### src/rtl/tlight_phase_sched_pkg.sv
// Shared phase-kind/axis codes and the {axis, kind} phase encoding for the light scheduler.
package tlight_phase_sched_pkg;

  typedef enum logic [1:0] {
    PH_CLR = 2'd0,
    PH_G   = 2'd1,
    PH_L   = 2'd2,
    PH_Y   = 2'd3
  } kind_e;

  localparam logic AX_EW = 1'b0;
  localparam logic AX_NS = 1'b1;

  // Encoding is the phase output code itself: {axis, kind}
  typedef enum logic [2:0] {
    EW_CLR = 3'b000,
    EW_G   = 3'b001,
    EW_L   = 3'b010,
    EW_Y   = 3'b011,
    NS_CLR = 3'b100,
    NS_G   = 3'b101,
    NS_L   = 3'b110,
    NS_Y   = 3'b111
  } phase_e;

  function automatic phase_e mk_phase(input logic axis, input kind_e kind);
    return phase_e'({axis, kind});
  endfunction

endpackage

### src/rtl/tlight_phase_sched_if.sv
// Request/phase bus between the intersection controller and the phase scheduler.
// Preempt signals exist only when TLIGHT_PREEMPT_EN is defined.
interface tlight_phase_sched_if #(
  parameter int TW = 5
);
  logic          tick;
  logic          ped_req_ew;
  logic          ped_req_ns;
  logic          left_req_ew;
  logic          left_req_ns;
`ifdef TLIGHT_PREEMPT_EN
  logic          preempt;
  logic          preempt_axis;
`endif
  logic [2:0]    phase;
  logic          walk_ew;
  logic          walk_ns;
  logic          ped_flash;
  logic          ped_ack_ew;
  logic          ped_ack_ns;
  logic          phase_start;
  logic [TW-1:0] remain;

  modport master (
    output tick, ped_req_ew, ped_req_ns, left_req_ew, left_req_ns,
`ifdef TLIGHT_PREEMPT_EN
    output preempt, preempt_axis,
`endif
    input  phase, walk_ew, walk_ns, ped_flash, ped_ack_ew, ped_ack_ns,
    input  phase_start, remain
  );

  modport slave (
    input  tick, ped_req_ew, ped_req_ns, left_req_ew, left_req_ns,
`ifdef TLIGHT_PREEMPT_EN
    input  preempt, preempt_axis,
`endif
    output phase, walk_ew, walk_ns, ped_flash, ped_ack_ew, ped_ack_ns,
    output phase_start, remain
  );

endinterface

### src/rtl/tlight_phase_sched_tick_timer.sv
// Loadable down counter stepped by the tick strobe; done fires on a tick at zero unless held.
module tlight_tick_timer #(
  parameter int            TW      = 5,
  parameter logic [TW-1:0] RST_VAL = '0
) (
  input  logic          clk,
  input  logic          reset,
  input  logic          tick,
  input  logic          hold,
  input  logic          load,
  input  logic [TW-1:0] load_val,
  output logic [TW-1:0] remain,
  output logic          done
);

  assign done = tick && !hold && (remain == '0);

  always_ff @(posedge clk) begin
    if (reset) begin
      remain <= RST_VAL;
    end else if (load) begin
      remain <= load_val;
    end else if (tick && !hold && (remain != '0)) begin
      remain <= remain - 1'b1;
    end
  end

endmodule

### src/rtl/tlight_phase_sched.sv
// Intersection phase scheduler: G -> [L] -> Y -> CLR per axis, ped walk service, tick timing.
// Optional emergency preempt support is compiled in with TLIGHT_PREEMPT_EN.
module tlight_phase_sched
  import tlight_phase_sched_pkg::*;
#(
  parameter int GREEN_T = 22,
  parameter int LEFT_T  = 8,
  parameter int YEL_T   = 3,
  parameter int CLR_T   = 2,
  parameter int FLASH_T = 7,
  parameter int TW      = 5
) (
  input logic                clk,
  input logic                reset,
  tlight_phase_sched_if.slave bus
);

  localparam logic [TW-1:0] G_LD   = TW'(GREEN_T - 1);
  localparam logic [TW-1:0] L_LD   = TW'(LEFT_T - 1);
  localparam logic [TW-1:0] Y_LD   = TW'(YEL_T - 1);
  localparam logic [TW-1:0] C_LD   = TW'(CLR_T - 1);
  localparam logic [TW-1:0] FL_LIM = TW'(FLASH_T);

  phase_e        state, state_nx;
  logic          cur_axis, nx_axis;
  kind_e         cur_kind, nx_kind;
  logic          pre_act, pre_axis;
  logic          trip, hold, done, adv;
  logic [TW-1:0] remain, load_val;
  logic [1:0]    ped_req, left_req, ped_lat, left_lat;
  logic [1:0]    ped_srv, left_clr, walk_q, ack_q, walk_o;
  logic          start_q;

`ifdef TLIGHT_PREEMPT_EN
  assign pre_act  = bus.preempt;
  assign pre_axis = bus.preempt_axis;
`else
  assign pre_act  = 1'b0;
  assign pre_axis = AX_EW;
`endif

  assign cur_axis = state[2];
  assign cur_kind = kind_e'(state[1:0]);
  assign ped_req  = {bus.ped_req_ns, bus.ped_req_ew};
  assign left_req = {bus.left_req_ns, bus.left_req_ew};

  // Preempt cuts the crossing axis short to yellow; the preempt axis parks in green.
  assign trip = pre_act && (cur_kind == PH_G || cur_kind == PH_L) && (cur_axis != pre_axis);
  assign hold = pre_act && (cur_kind == PH_G) && (cur_axis == pre_axis);
  assign adv  = trip || done;

  tlight_tick_timer #(
    .TW      (TW),
    .RST_VAL (C_LD)
  ) u_timer (
    .clk      (clk),
    .reset    (reset),
    .tick     (bus.tick),
    .hold     (hold),
    .load     (adv),
    .load_val (load_val),
    .remain   (remain),
    .done     (done)
  );

  always_ff @(posedge clk) begin
    if (reset) begin
      state <= NS_CLR;
    end else begin
      state <= state_nx;
    end
  end

  always_comb begin
    state_nx = state;
    if (trip) begin
      state_nx = mk_phase(cur_axis, PH_Y);
    end else if (done) begin
      case (cur_kind)
        PH_G:    state_nx = mk_phase(cur_axis, left_lat[cur_axis] ? PH_L : PH_Y);
        PH_L:    state_nx = mk_phase(cur_axis, PH_Y);
        PH_Y:    state_nx = mk_phase(cur_axis, PH_CLR);
        default: state_nx = mk_phase(~cur_axis, PH_G);
      endcase
    end
  end

  always_comb begin
    nx_axis  = state_nx[2];
    nx_kind  = kind_e'(state_nx[1:0]);
    ped_srv  = '0;
    left_clr = '0;
    if (adv && nx_kind == PH_G) ped_srv[nx_axis]  = ped_lat[nx_axis];
    if (adv && nx_kind == PH_L) left_clr[nx_axis] = 1'b1;
    case (nx_kind)
      PH_G:    load_val = G_LD;
      PH_L:    load_val = L_LD;
      PH_Y:    load_val = Y_LD;
      default: load_val = C_LD;
    endcase
    walk_o = walk_q & {2{~pre_act}};
  end

  // Set-wins latches; walk is captured on every phase change, so it only survives into G.
  always_ff @(posedge clk) begin
    if (reset) begin
      ped_lat  <= '0;
      left_lat <= '0;
      walk_q   <= '0;
      ack_q    <= '0;
      start_q  <= 1'b0;
    end else begin
      ped_lat  <= ped_req | (ped_lat & ~ped_srv);
      left_lat <= left_req | (left_lat & ~left_clr);
      ack_q    <= ped_srv;
      start_q  <= adv;
      if (adv) walk_q <= ped_srv;
    end
  end

  assign bus.phase       = state;
  assign bus.remain      = remain;
  assign bus.walk_ew     = walk_o[0];
  assign bus.walk_ns     = walk_o[1];
  assign bus.ped_flash   = (|walk_o) && (remain < FL_LIM);
  assign bus.ped_ack_ew  = ack_q[0];
  assign bus.ped_ack_ns  = ack_q[1];
  assign bus.phase_start = start_q;

endmodule

### src/flat_wrapper.sv
// flat-port wrapper written by rule: the top's interface ports become plain ports
module tlight_phase_sched_flat import tlight_phase_sched_pkg::*;
#(
  parameter int GREEN_T = 22,
  parameter int LEFT_T  = 8,
  parameter int YEL_T   = 3,
  parameter int CLR_T   = 2,
  parameter int FLASH_T = 7,
  parameter int TW      = 5
)
  (clk, reset, bus_tick, bus_ped_req_ew, bus_ped_req_ns, bus_left_req_ew, bus_left_req_ns, bus_phase, bus_walk_ew, bus_walk_ns, bus_ped_flash, bus_ped_ack_ew, bus_ped_ack_ns, bus_phase_start, bus_remain);
  tlight_phase_sched_if #(.TW(TW)) bus_i ();
  input logic clk;
  input logic reset;
  input wire logic [$bits(bus_i.tick)-1:0] bus_tick;
  input wire logic [$bits(bus_i.ped_req_ew)-1:0] bus_ped_req_ew;
  input wire logic [$bits(bus_i.ped_req_ns)-1:0] bus_ped_req_ns;
  input wire logic [$bits(bus_i.left_req_ew)-1:0] bus_left_req_ew;
  input wire logic [$bits(bus_i.left_req_ns)-1:0] bus_left_req_ns;
  output wire logic [$bits(bus_i.phase)-1:0] bus_phase;
  output wire logic [$bits(bus_i.walk_ew)-1:0] bus_walk_ew;
  output wire logic [$bits(bus_i.walk_ns)-1:0] bus_walk_ns;
  output wire logic [$bits(bus_i.ped_flash)-1:0] bus_ped_flash;
  output wire logic [$bits(bus_i.ped_ack_ew)-1:0] bus_ped_ack_ew;
  output wire logic [$bits(bus_i.ped_ack_ns)-1:0] bus_ped_ack_ns;
  output wire logic [$bits(bus_i.phase_start)-1:0] bus_phase_start;
  output wire logic [$bits(bus_i.remain)-1:0] bus_remain;
  assign bus_i.tick = bus_tick;
  assign bus_i.ped_req_ew = bus_ped_req_ew;
  assign bus_i.ped_req_ns = bus_ped_req_ns;
  assign bus_i.left_req_ew = bus_left_req_ew;
  assign bus_i.left_req_ns = bus_left_req_ns;
  assign bus_phase = bus_i.phase;
  assign bus_walk_ew = bus_i.walk_ew;
  assign bus_walk_ns = bus_i.walk_ns;
  assign bus_ped_flash = bus_i.ped_flash;
  assign bus_ped_ack_ew = bus_i.ped_ack_ew;
  assign bus_ped_ack_ns = bus_i.ped_ack_ns;
  assign bus_phase_start = bus_i.phase_start;
  assign bus_remain = bus_i.remain;
  tlight_phase_sched #(.GREEN_T(GREEN_T), .LEFT_T(LEFT_T), .YEL_T(YEL_T), .CLR_T(CLR_T), .FLASH_T(FLASH_T), .TW(TW)) u_core (.clk(clk), .reset(reset), .bus(bus_i));
endmodule
### config.mk
export PLATFORM = sky130hd
export DESIGN_NAME = tlight_phase_sched_flat
export DESIGN_NICKNAME = d
export VERILOG_FILES = /design/src/rtl/tlight_phase_sched_pkg.sv /design/src/rtl/tlight_phase_sched_if.sv /design/src/rtl/tlight_phase_sched_tick_timer.sv /design/src/rtl/tlight_phase_sched.sv /design/src/flat_wrapper.sv
export SDC_FILE = /design/constraint.sdc
export NUM_CORES = 1
export LEC_CHECK = 0
export ABC_AREA = 0
export BUFFER_PORTS_ARGS = -buffer_cell sky130_fd_sc_hd__buf_2
export CORE_MARGIN = 2
export CORE_UTILIZATION = 53
export DETAILED_ROUTE_END_ITERATION = 6
export PLACE_DENSITY = 0.77
export SYNTH_ARGS = -nofsm -noshare
export SYNTH_HDL_FRONTEND = slang
export SYNTH_SLANG_ARGS = --single-unit
### constraint.sdc
create_clock -name clk -period 2.7 [get_ports clk]
set_input_delay 0.54 -clock clk [delete_from_list [all_inputs] [get_ports clk]]
set_output_delay 0.54 -clock clk [all_outputs]
set_load 0.02 [all_outputs]
-- After elaboration in Yosys (flattened, before gate mapping)
Cells that the tools add are included.
- register bits: 17
- output and inout bits: 14
- logic and storage cells: 50
- add/sub/neg operators: 1
- order comparisons: 4
- eq/ne operators: 6
- muxes and demuxes: 14
- bitwise operators: 8
- reductions and logical operators: 10
- operators with widths (kind ; count):
    $pmux 5 s3 ; 1
    $mux 5 ; 2
    $pmux 3 s3 ; 1
    $eq 2x2->1 const B ; 4
    $and 2x2->2 ; 3
    $logic_and 1x1->1 ; 6
    $mux 1 ; 6
    $logic_not 5->1 ; 1
    $lt 5x3->1 const B ; 1
    $reduce_bool 5->1 ; 1
    $sub 5x1->5 const B ; 1
    $eq 2x1->1 const B ; 2
    $lt 1x2->1 const B ; 2
    $mux 2 ; 2
    $not 2->2 ; 2
    $or 2x2->2 ; 2
    $mux 3 ; 1
    $reduce_bool 2->1 ; 1
    $reduce_or 2->1 ; 1
    $demux 1 s1 ; 1
    $ge 1x1->1 const B ; 1
    $not 1->1 ; 1

-- Logic depth before layout (Yosys ltp)
Gate-level depths: netlist (run 1).
- depth in word-level cells: 14
- depth in mapped cells: 10
- mapped depth without buffers: 9

-- Modules after synthesis
Synthesis (run 1) repeated with hierarchy kept, for this count alone.
- cell total of the unflattened synthesis: 112
- area, all modules: 1027.2 um^2
- by module, submodules not included (module ; times used ; cells an instance ; area each (um^2) ; sequential area each (um^2)):
    tlight_phase_sched ; 1 ; 74 ; 696.9 ; 240.2
    tlight_tick_timer ; 1 ; 38 ; 330.3 ; 100.1

-- Least setup slack after synthesis (run 1)
OpenSTA, ideal clock, no wires.
- path type: register to register
- start: register u_core.u_timer.remain[0]
- end: register u_core.ped_lat[0]
- library setup time: 0.120 ns
- arrival time: 2.126 ns
- data required time: 2.580 ns
- slack: 0.455 ns
- stages on the path, launching flop included: 10
- period minus slack after synthesis: 2.245 ns
- path through: dfxtp_1 > inv_1 > ha_1 > or4b_1 > buf_6 > o21ai_4 > o31a_2 > ha_1 > nand3_2 > o31a_1
- elaborated cells on any way between the ends: 17
- RTL lines (item ; line ; text):
    start, declared ; tlight_phase_sched_tick_timer.sv:12 ; output logic [TW-1:0] remain,
    start signal, assigned ; tlight_phase_sched_tick_timer.sv:22 ; remain <= load_val;
    start signal, assigned ; tlight_phase_sched_tick_timer.sv:24 ; remain <= remain - 1'b1;
    $logic_not 5->1 ; tlight_phase_sched_tick_timer.sv:16 ; assign done = tick && !hold && (remain == '0);
    $logic_and 1x1->1 ; tlight_phase_sched_tick_timer.sv:16 ;
    $mux 3 ; tlight_phase_sched.sv:78 ; end else if (done) begin
    net u_core.state_nx[0] ; tlight_phase_sched.sv:24 ; phase_e state, state_nx;
    $eq 2x1->1 ; tlight_phase_sched.sv:93 ; if (adv && nx_kind == PH_G) ped_srv[nx_axis] = ped_lat[nx_axis];
    $logic_and 1x1->1 ; tlight_phase_sched.sv:93 ;
    $mux 2 ; tlight_phase_sched.sv:93 ;
    $not 2->2 ; tlight_phase_sched.sv:113 ; ped_lat <= ped_req | (ped_lat & ~ped_srv);
    $and 2x2->2 ; tlight_phase_sched.sv:113 ;
    $or 2x2->2 ; tlight_phase_sched.sv:113 ;
    end signal, assigned ; tlight_phase_sched.sv:113 ;
    end, declared ; tlight_phase_sched.sv:30 ; logic [1:0] ped_req, left_req, ped_lat, left_lat;
The timed path passes the listed nets, and every way through them passes these cells. The select of a mux whose other input is x is not followed.
A chain may end at the register's enable or synchronous reset.

-- Worst setup path after layout (run 1)
- start: register u_core.u_timer.remain[0]
- end: register u_core.ped_lat[1]
The elaborated chain is that of the path after synthesis.

==> results of run 1 <==
==> kinds of logic (layout without fill, tap and decap cells) <==
logic type / count (synthesis) / after routing / synth area share
DFF: 17 / 17 / 0.322
xor gates and xnor gates: 2 / 2 / 0.0166
AOI/OAI and AO/OA: 28 / 28 / 0.203
buffers and inverters: 12 / 32 / 0.0650
adders and majority gates: 12 / 12 / 0.142
and+or+nand+nor: 42 / 42 / 0.233
muxes: 2 / 2 / 0.0189
==> synth_stat cells (all sizes together), types with 3 or more instances <==
| cell | number |
|---|---|
| a21oi | 3 |
| a31oi | 3 |
| buf | 4 |
| dfxtp | 17 |
| ha | 12 |
| inv | 6 |
| nand2 | 7 |
| nand3 | 5 |
| nor2 | 13 |
| nor3 | 4 |
| o21ai | 7 |
| o31a | 4 |
| o31ai | 3 |
| or4b | 4 |
==> state kept, by name, summed over array words and instances (netlist names) <==
register,cells
u_core.ack_q,2
u_core.bus.phase,3
u_core.bus.phase_start,1
u_core.left_lat,2
u_core.ped_lat,2
u_core.u_timer.remain,5
u_core.walk_o,2
==> power groups by stage <==
stage / sequential, uW / clock (uW) / combinational (uW)
6_report: 281 / 134 / 147
5_1_grt: 284 / 153 / 161
4_1_cts: 281 / 140 / 147
3_5_place_dp: 287 / 0 / 147
3_3_place_gp: 286 / 0 / 143
2_1_floorplan: 295 / 0 / 104
==> cell type report <==
class / instances / area [sq um]
repair buffers: 22 / 115
inverters: 6 / 22.5
flip-flops and latches: 17 / 340
well taps: 27 / 33.8
multi-input cells: 86 / 649
clock buffers: 4 / 26.3
fillers: 189 / 734
==> final timing paths <==
path | end | cells after the start
min reg2reg | u_core.ack_q[1] | 2
max reg2reg | u_core.ped_lat[1] | 8
max | u_core.ped_lat[1] | 8
min | u_core.ped_lat[0] | 2
==> per-layer routing <==
metal,GRT usage,up-vias
li1,-,453
met3,0.0340,4
met5,0,-
met4,0.0714,0
met2,0.326,15
met1,0.252,398
==> metrics by stage <==
step           hold WS (ps)  area [sq um]  utilization  setup WS [ps]
2_1_floorplan           451          1060            -            455
3_3_place_gp            482          1160        0.604            394
3_5_place_dp            481          1160        0.604            310
4_1_cts                 481          1190        0.618            293
5_1_grt                 475          1190        0.618            144
6_report                489          1190        0.618            290
==> layout by cell type, fill, tap and decap left out, types with 2 or more instances in the layout <==
cell type	n
sky130_fd_sc_hd__a21oi_1	3
sky130_fd_sc_hd__a311oi_1	2
sky130_fd_sc_hd__a31oi_1	3
sky130_fd_sc_hd__and2_1	2
sky130_fd_sc_hd__buf_2	20
sky130_fd_sc_hd__buf_4	2
sky130_fd_sc_hd__clkbuf_4	3
sky130_fd_sc_hd__dfxtp_1	17
sky130_fd_sc_hd__ha_1	12
sky130_fd_sc_hd__inv_1	6
sky130_fd_sc_hd__mux2i_1	2
sky130_fd_sc_hd__nand2_1	6
sky130_fd_sc_hd__nand3_1	4
sky130_fd_sc_hd__nor2_1	13
sky130_fd_sc_hd__nor2b_1	2
sky130_fd_sc_hd__nor3_1	4
sky130_fd_sc_hd__o21ai_0	5
sky130_fd_sc_hd__o31a_1	3
sky130_fd_sc_hd__o31ai_1	3
sky130_fd_sc_hd__o32ai_1	2
sky130_fd_sc_hd__or4b_1	2
sky130_fd_sc_hd__or4b_2	2
==> worst max-delay path: cells and delay by family, from the launching register on <==
family	cells	cell delay (ps)
AOI/OAI and AO/OA	3	720
adders and majority gates	2	380
buffers and inverters	1	90
DFF	1	370
and+or+nand+nor	2	740
==> results by stage, run 1 <==
Outcome:
- The run finished with clean final reports.

CTS:
- After clock tree synthesis, the flow added hold-fix buffers numbering 0.
- The master cell of the clock root buffer is sky130_fd_sc_hd__clkbuf_4.
- In this run the post-CTS setup repair buffer count came out at 0.
- The source-to-sink clock delay at the later pin of the worst-skew pair is approximately 280 ps.
- The total number of H-tree levels is 1.
- The TritonCTS sink count is 17.
- Once the clock tree was built, the resizer swapped 0 gates to a different size.
- Clock-pin slew was measured on the worst setup and hold paths at about 100 ps.
- TritonCTS created 3 clock buffers.
- The buffer depth of the longest clock path is 2.
- TritonCTS built the clock tree.

Power and ir drop:
- Overall power consumption after layout is estimated at about 560 uW.
- Summed over all nets, the switching power comes to roughly 180 uW.
- The static leakage power is 0.000521 uW.
- The internal portion of the total power is about 380 uW.
- The maximum VDD drop is 0.275 mV.
- Of the total power, registers draw 0.500.
- In this run the power density over the cells is around 470 nW/um^2.
- Of the total power, the share spent switching nets is 0.319.
- The combinational share of power is 0.261.
- The clock share of power is 0.239.

Die:
- The count of boundary I/O pins is 21.
- Measured along the y axis, the die boundary spans 48.7 um.
- In this run the horizontal extent of the chip is approximately 50 um.
- The placeable core region is 1920 sq um.
- The initial utilization of the core area, before any placement, comes to 0.551.
- The floorplan step defined a die boundary enclosing between 2000 and 2500 sq um.
- The floorplan has 16 rows.

Cells and area:
- The net count of the finished layout is around 160.
- 0 antenna diodes ended up in the layout.
- Of the cells placed in the final design, the portion with a size suffix greater than 1 is 0.252.
- The final cell count without fillers is 162.
- The layout-stage area growth over the synthesis result is 12.2%.

STA:
- The number of hold-slack violations in the final timing report is 0.
- The fmax is about 410 MHz.
- The number of pins with negative max-slew slack in the final report is 0.
- Setup repair after global routing left no endpoint under its margin.
- The worst pin sits at a relative slew slack of 0.706.
- Setup violations remaining at the end of the flow were counted as 0.
- For the pin with the worst max-slew slack, the measured transition is 435 ps.
- Counting I/O delays and the setup requirement, the final critical path takes 2410 ps.
- The total negative slack for setup checks is 0 ps.
- The share of the cycle needed by the critical path after routing is 0.893.
- The worst setup skew after layout is ~2.4 ps.

Setup path:
- The critical path startpoint category is a flip-flop.
- At the worst endpoint, the arrival time is about 2600 ps.
- The worst setup path is of the reg -> reg kind.
- The slack of the worst reg-to-reg path is 290 ps.
- The stage delay of the slowest cell on the critical path is a little over 600 ps.
- The startpoint identified for the worst register-to-register timing path is u_core.u_timer.remain[0].
- The critical-path maximum fanout is 6.
- At the worst endpoint, the required time is between 2000 and 3000 ps.
- The signal on the critical path passes through inv_1, ha_1, or4b_1, o21ai_4, o31a_2, ha_1, nand3_2, o31a_1.
- The slowest cell on the critical path is sky130_fd_sc_hd__or4b_1.
- The startpoint of the worst setup timing path is u_core.u_timer.remain[0].
- The element type at the critical path end is a flip-flop.
- The library cell appearing most often on the critical path is sky130_fd_sc_hd__ha_1.

Job:
- Across the run, the number of max-cap violations was 0.

Drt:
- Across all layers, the routed design uses 870 vias.
- The routed wire length per instance is about 13 um.
- The antenna violation net count after detailed routing is 0.
- Summed over all nets, wire length on met3 after detailed routing comes to slightly above 80 um.
- The first TritonRoute pass finished after 3 iterations.
- The final routed wirelength across all metal layers is around 2.1 mm.
- The number of remaining DRC errors is 0.
- The met2 wire length is 1.02 mm.
- The highest layer touched by signal routing is met4.
- The first routing iteration left 8 violations.
- The routed metal-1 wire length is between 1 and 1.5 mm.
- Dividing the detail-routed via count by the number of cells gives 5.37.

Placement:
- The detailed placement HPWL is approximately 1.7 mm.
- The quantity of I/O buffers inserted on ports is 20.
- The number of placed cells counting well taps is 158.
- The congestion estimate from routability-driven global placement came to 0.848.

Logic synthesis:
- The average instance in the mapped netlist occupies between 9 and 10 sq um.
- The mapped cell area is 1060 sq um.
- The number of synthesized flops with an enable pin is 0.
- The number of warning messages in the yosys log is 0.
- The biggest area contributor in the post-synthesis netlist is sky130_fd_sc_hd__dfxtp_1.
- After synthesis the netlist holds a flip-flop and latch count of 17.
- Of the post-synthesis cell area, the dominant cell type holds 0.322.
- The number of nets handed over by synthesis was around 130.
- Sorting the synthesized cells by area gives the leading types as sky130_fd_sc_hd__dfxtp_1 32%, sky130_fd_sc_hd__ha_1 14%, sky130_fd_sc_hd__nor2_1 4.6%.
- After synthesis, the netlist uses 38 different library cells.
- The sequential cell area fraction in the yosys report is 0.322.
- The commonest register cell after synthesis is sky130_fd_sc_hd__dfxtp_1.
- After technology mapping, the gate count stands at 115.
- The share of synthesized flip-flops with an asynchronous set or reset is 0.

Global routing:
- The aggregate global-route resource usage is 0.195.
- The initial antenna violation count is 0.
- For this run the aggregate overflow at the end of global routing stands at 0.
- Entering global routing, the biggest net connects 17 pins.
- The first-pass GRT wire length is ~3.7 mm.
- The number of global-route vias before repair came to ~850.

Min path:
- The min-delay analysis places its worst path in the category in -> reg.
- The worst hold path begins at bus_ped_req_ew.
No activity file was read; power rests on OpenSTA's default activity.
==> inputs of run 2 (changes only) <==
Settings changed: CORE_MARGIN 2 to default, RECOVER_POWER from default to 50.
==> results by stage, run 2 (synthesized netlist as in run 1, its figures left out) <==
Die:
- The site row count is 15 (-1).
- The full die area is 2180 sq um (-8.0%).
- The initial cell density of the core was 0.587 (+0.0367).
- The placeable core region is 1800 sq um (-6.2%).
- The count of boundary I/O pins came to 21 (unchanged).
- The horizontal die dimension is 46.7 um (-4.1%).
- The die boundary height is 46.7 um (-4.1%).

Drt:
- The post-detailed-route via-to-cell ratio was 5.56 (+3.6%).
- The final routed wirelength across all metal layers is 2.16 mm (+0.51%).
- The routed wire length per instance is 13.5 um (+1.8%).
- The antenna violation net count after detailed routing came to 0 (unchanged).
- The first-pass iteration count of the detailed router came to 4 (+1).
- The number of remaining DRC errors is 0 (unchanged).
- The initial DRC count is 17 (+9).
- The total number of vias is 890 (+2.3%).

STA:
- The number of pins with negative max-slew slack in the final report is 0 (unchanged).
- The worst slew slack as a fraction of its limit is 0.624 (-0.0818).
- The share of the cycle needed by the critical path after routing is 0.913 (+0.0205).
- The number of hold-slack violations in the final timing report is 0 (unchanged).
- The time the final worst path needs with I/O delays and setup is 2470 ps (+55.5 ps).
- The worst setup skew after layout is 3.05 ps (+0.669 ps).
- The slew at the pin closest to its max-slew limit is 556 ps (+121 ps).
- The fmax is 406 MHz (-2.2%).
- The number of setup violations in the final report is 0 (unchanged).
- The total negative slack for setup checks was 0 ps (unchanged).
- Setup repair after global routing left no endpoint under its margin.
- The slack of the critical path came to 234 ps (-55.5 ps).

Power and ir drop:
- The ratio of total power to cell area came to 485 nW/um^2 (+2.4%).
- The static leakage power is 0.000465 uW (-11%).
- The total power is 559 uW (-0.71%).
- The maximum VDD drop was 0.410 mV (+49%).

Setup path:
- The cell count of the worst reg-to-reg path was 9 (+1).
- The critical-path maximum fanout is 8 (+2).
- The startpoint of the worst register-to-register path is u_core.u_timer.remain[0].
- The endpoint required time on the critical path is 2900 ps (+20 ps).
- The slack of the worst reg-to-reg path is 230 ps (-60 ps).
- The endpoint identified for the worst register-to-register timing path is u_core.u_timer.remain[0].
- The data arrival time of the critical path is 2670 ps (+80 ps).
- The critical path is of the reg -> reg type.
- The element type at the critical path end is a flip-flop.
- STA classifies the critical path startpoint as a flip-flop.
- The destination of the critical timing path is u_core.u_timer.remain[0].
- Tracing the worst setup path back leads to its startpoint at u_core.u_timer.remain[0].

Cells and area:
- The top cell types in the final layout, fill and taps aside, are 17 x sky130_fd_sc_hd__dfxtp_1, 14 x sky130_fd_sc_hd__clkbuf_1, 13 x sky130_fd_sc_hd__nor2_1, 12 x sky130_fd_sc_hd__ha_1, 7 x sky130_fd_sc_hd__buf_2.
- The antenna cell count is 0 (unchanged).
- The fraction of layout instances using a drive strength above 1 is 0.148 (-0.104).
- The post-layout net count was 155 (unchanged).
- The register with the most flip-flops in the final layout is u_core.u_timer.remain.
- Relative to the synthesized area, the layout overhead comes to 8.75%.
- The number of flip-flops in the largest register is 5 (unchanged).
- The final core utilization is 0.639 (+0.0211).
- The library cell used most frequently in the layout, excluding fill and tap cells, is sky130_fd_sc_hd__dfxtp_1.

Placement:
- The detailed placement HPWL was 1.66 mm (-0.94%).
- The pre-CTS setup slack is 308 ps (-2.15 ps).
- The final estimated routing congestion in global placement is 0.793 (-6.6%).
- The quantity of I/O buffers inserted on ports is 20 (unchanged).

CTS:
- The buffer depth of the longest clock path came to 2 (unchanged).
- The CTS buffer count was 3 (unchanged).
- The master cell of the clock root buffer is sky130_fd_sc_hd__clkbuf_4.
- The CTS tree is built.
- The TritonCTS sink count is 17 (unchanged).
- The clock slew seen by the registers of the worst setup and hold paths came to 100 ps (about the same).
- The post-cts repair resize count is 0 (unchanged).
- The source-to-sink clock delay at the later pin of the worst-skew pair is 300 ps (+20 ps).
- The total number of H-tree levels is 1 (unchanged).
- The cts-stage hold buffer count came to 0 (unchanged).
- The buffer count from post-CTS setup fixing came to 0 (unchanged).

Global routing:
- The aggregate global-route resource usage is 0.221 (+0.0260).
- The pin count of the biggest net entering global routing is 17 (unchanged).
- The first-pass GRT wire length is 3.37 mm (-8.9%).
- The remaining global-route overflow is 0 (unchanged).
- The initial antenna violation count is 0 (unchanged).
- The number of global-route vias before repair came to 799 (-6.1%).

Outcome:
- The run finished with clean final reports.

Job:
- The number of max-cap violations was 0 (unchanged).

Min path:
- The type of the most critical hold path is in -> reg.
## run 2: worst min-delay path by stage
stage / start / endpoint / depth (start not counted)
after floorplan: u_core.ped_lat[1] / u_core.ack_q[1] / 2
after global placement: u_core.walk_o[1] / u_core.walk_o[1] / 2
after detailed placement: u_core.ped_lat[1] / u_core.ack_q[1] / 2
after CTS: bus_ped_req_ns / u_core.ped_lat[1] / 2
after global routing: bus_ped_req_ns / u_core.ped_lat[1] / 2
final: bus_ped_req_ns / u_core.ped_lat[1] / 2
## run 2: critical path: stages, from the launching register on
cell and delay, ps:
sky130_fd_sc_hd__dfxtp_1 370, sky130_fd_sc_hd__inv_1 100, sky130_fd_sc_hd__ha_1 190, sky130_fd_sc_hd__nor4b_1 480, sky130_fd_sc_hd__clkbuf_1 370, sky130_fd_sc_hd__nand3_1 170, sky130_fd_sc_hd__nand2_1 140, sky130_fd_sc_hd__ha_1 180
sky130_fd_sc_hd__o21ai_0 90, sky130_fd_sc_hd__a211o_1 290
## run 2: where the power goes
part           switching, uW  total (uW)  internal, uW  leakage [uW]
Sequential              15.2         280           265      0.000139
Combinational           83.4         137          53.9      0.000308
Clock                   85.7         141          55.3     0.0000177
## run 2: layout make-up
class                           count  area [sq um]
Fill cell                         169           651
Multi-Input combinational cell     86           634
Sequential cell                    17           340
Timing Repair Buffer               22          95.1
Tap cell                           25          31.3
Clock buffer                        3          22.5
Inverter                            6          22.5
Clock inverter                      1          5.00
## run 2: metal layers
metal | up-vias | global-route usage | part of all wire
li1 | 456 | - | -
met5 | - | 0 | 0
met2 | 22 | 0.378 | 0.48
met3 | 4 | 0.0588 | 0.045
met1 | 408 | 0.268 | 0.47
met4 | 0 | 0.0686 | 0.010
## run 2: per-stage QoR
stage               area, sq um  cells  hold WS (ps)
floorplan                  1060    115           451
global placement           1160    156           471
detailed placement         1160    156           480
CTS                        1190    160           460
global route               1150    160           463
finish                     1150    160           470
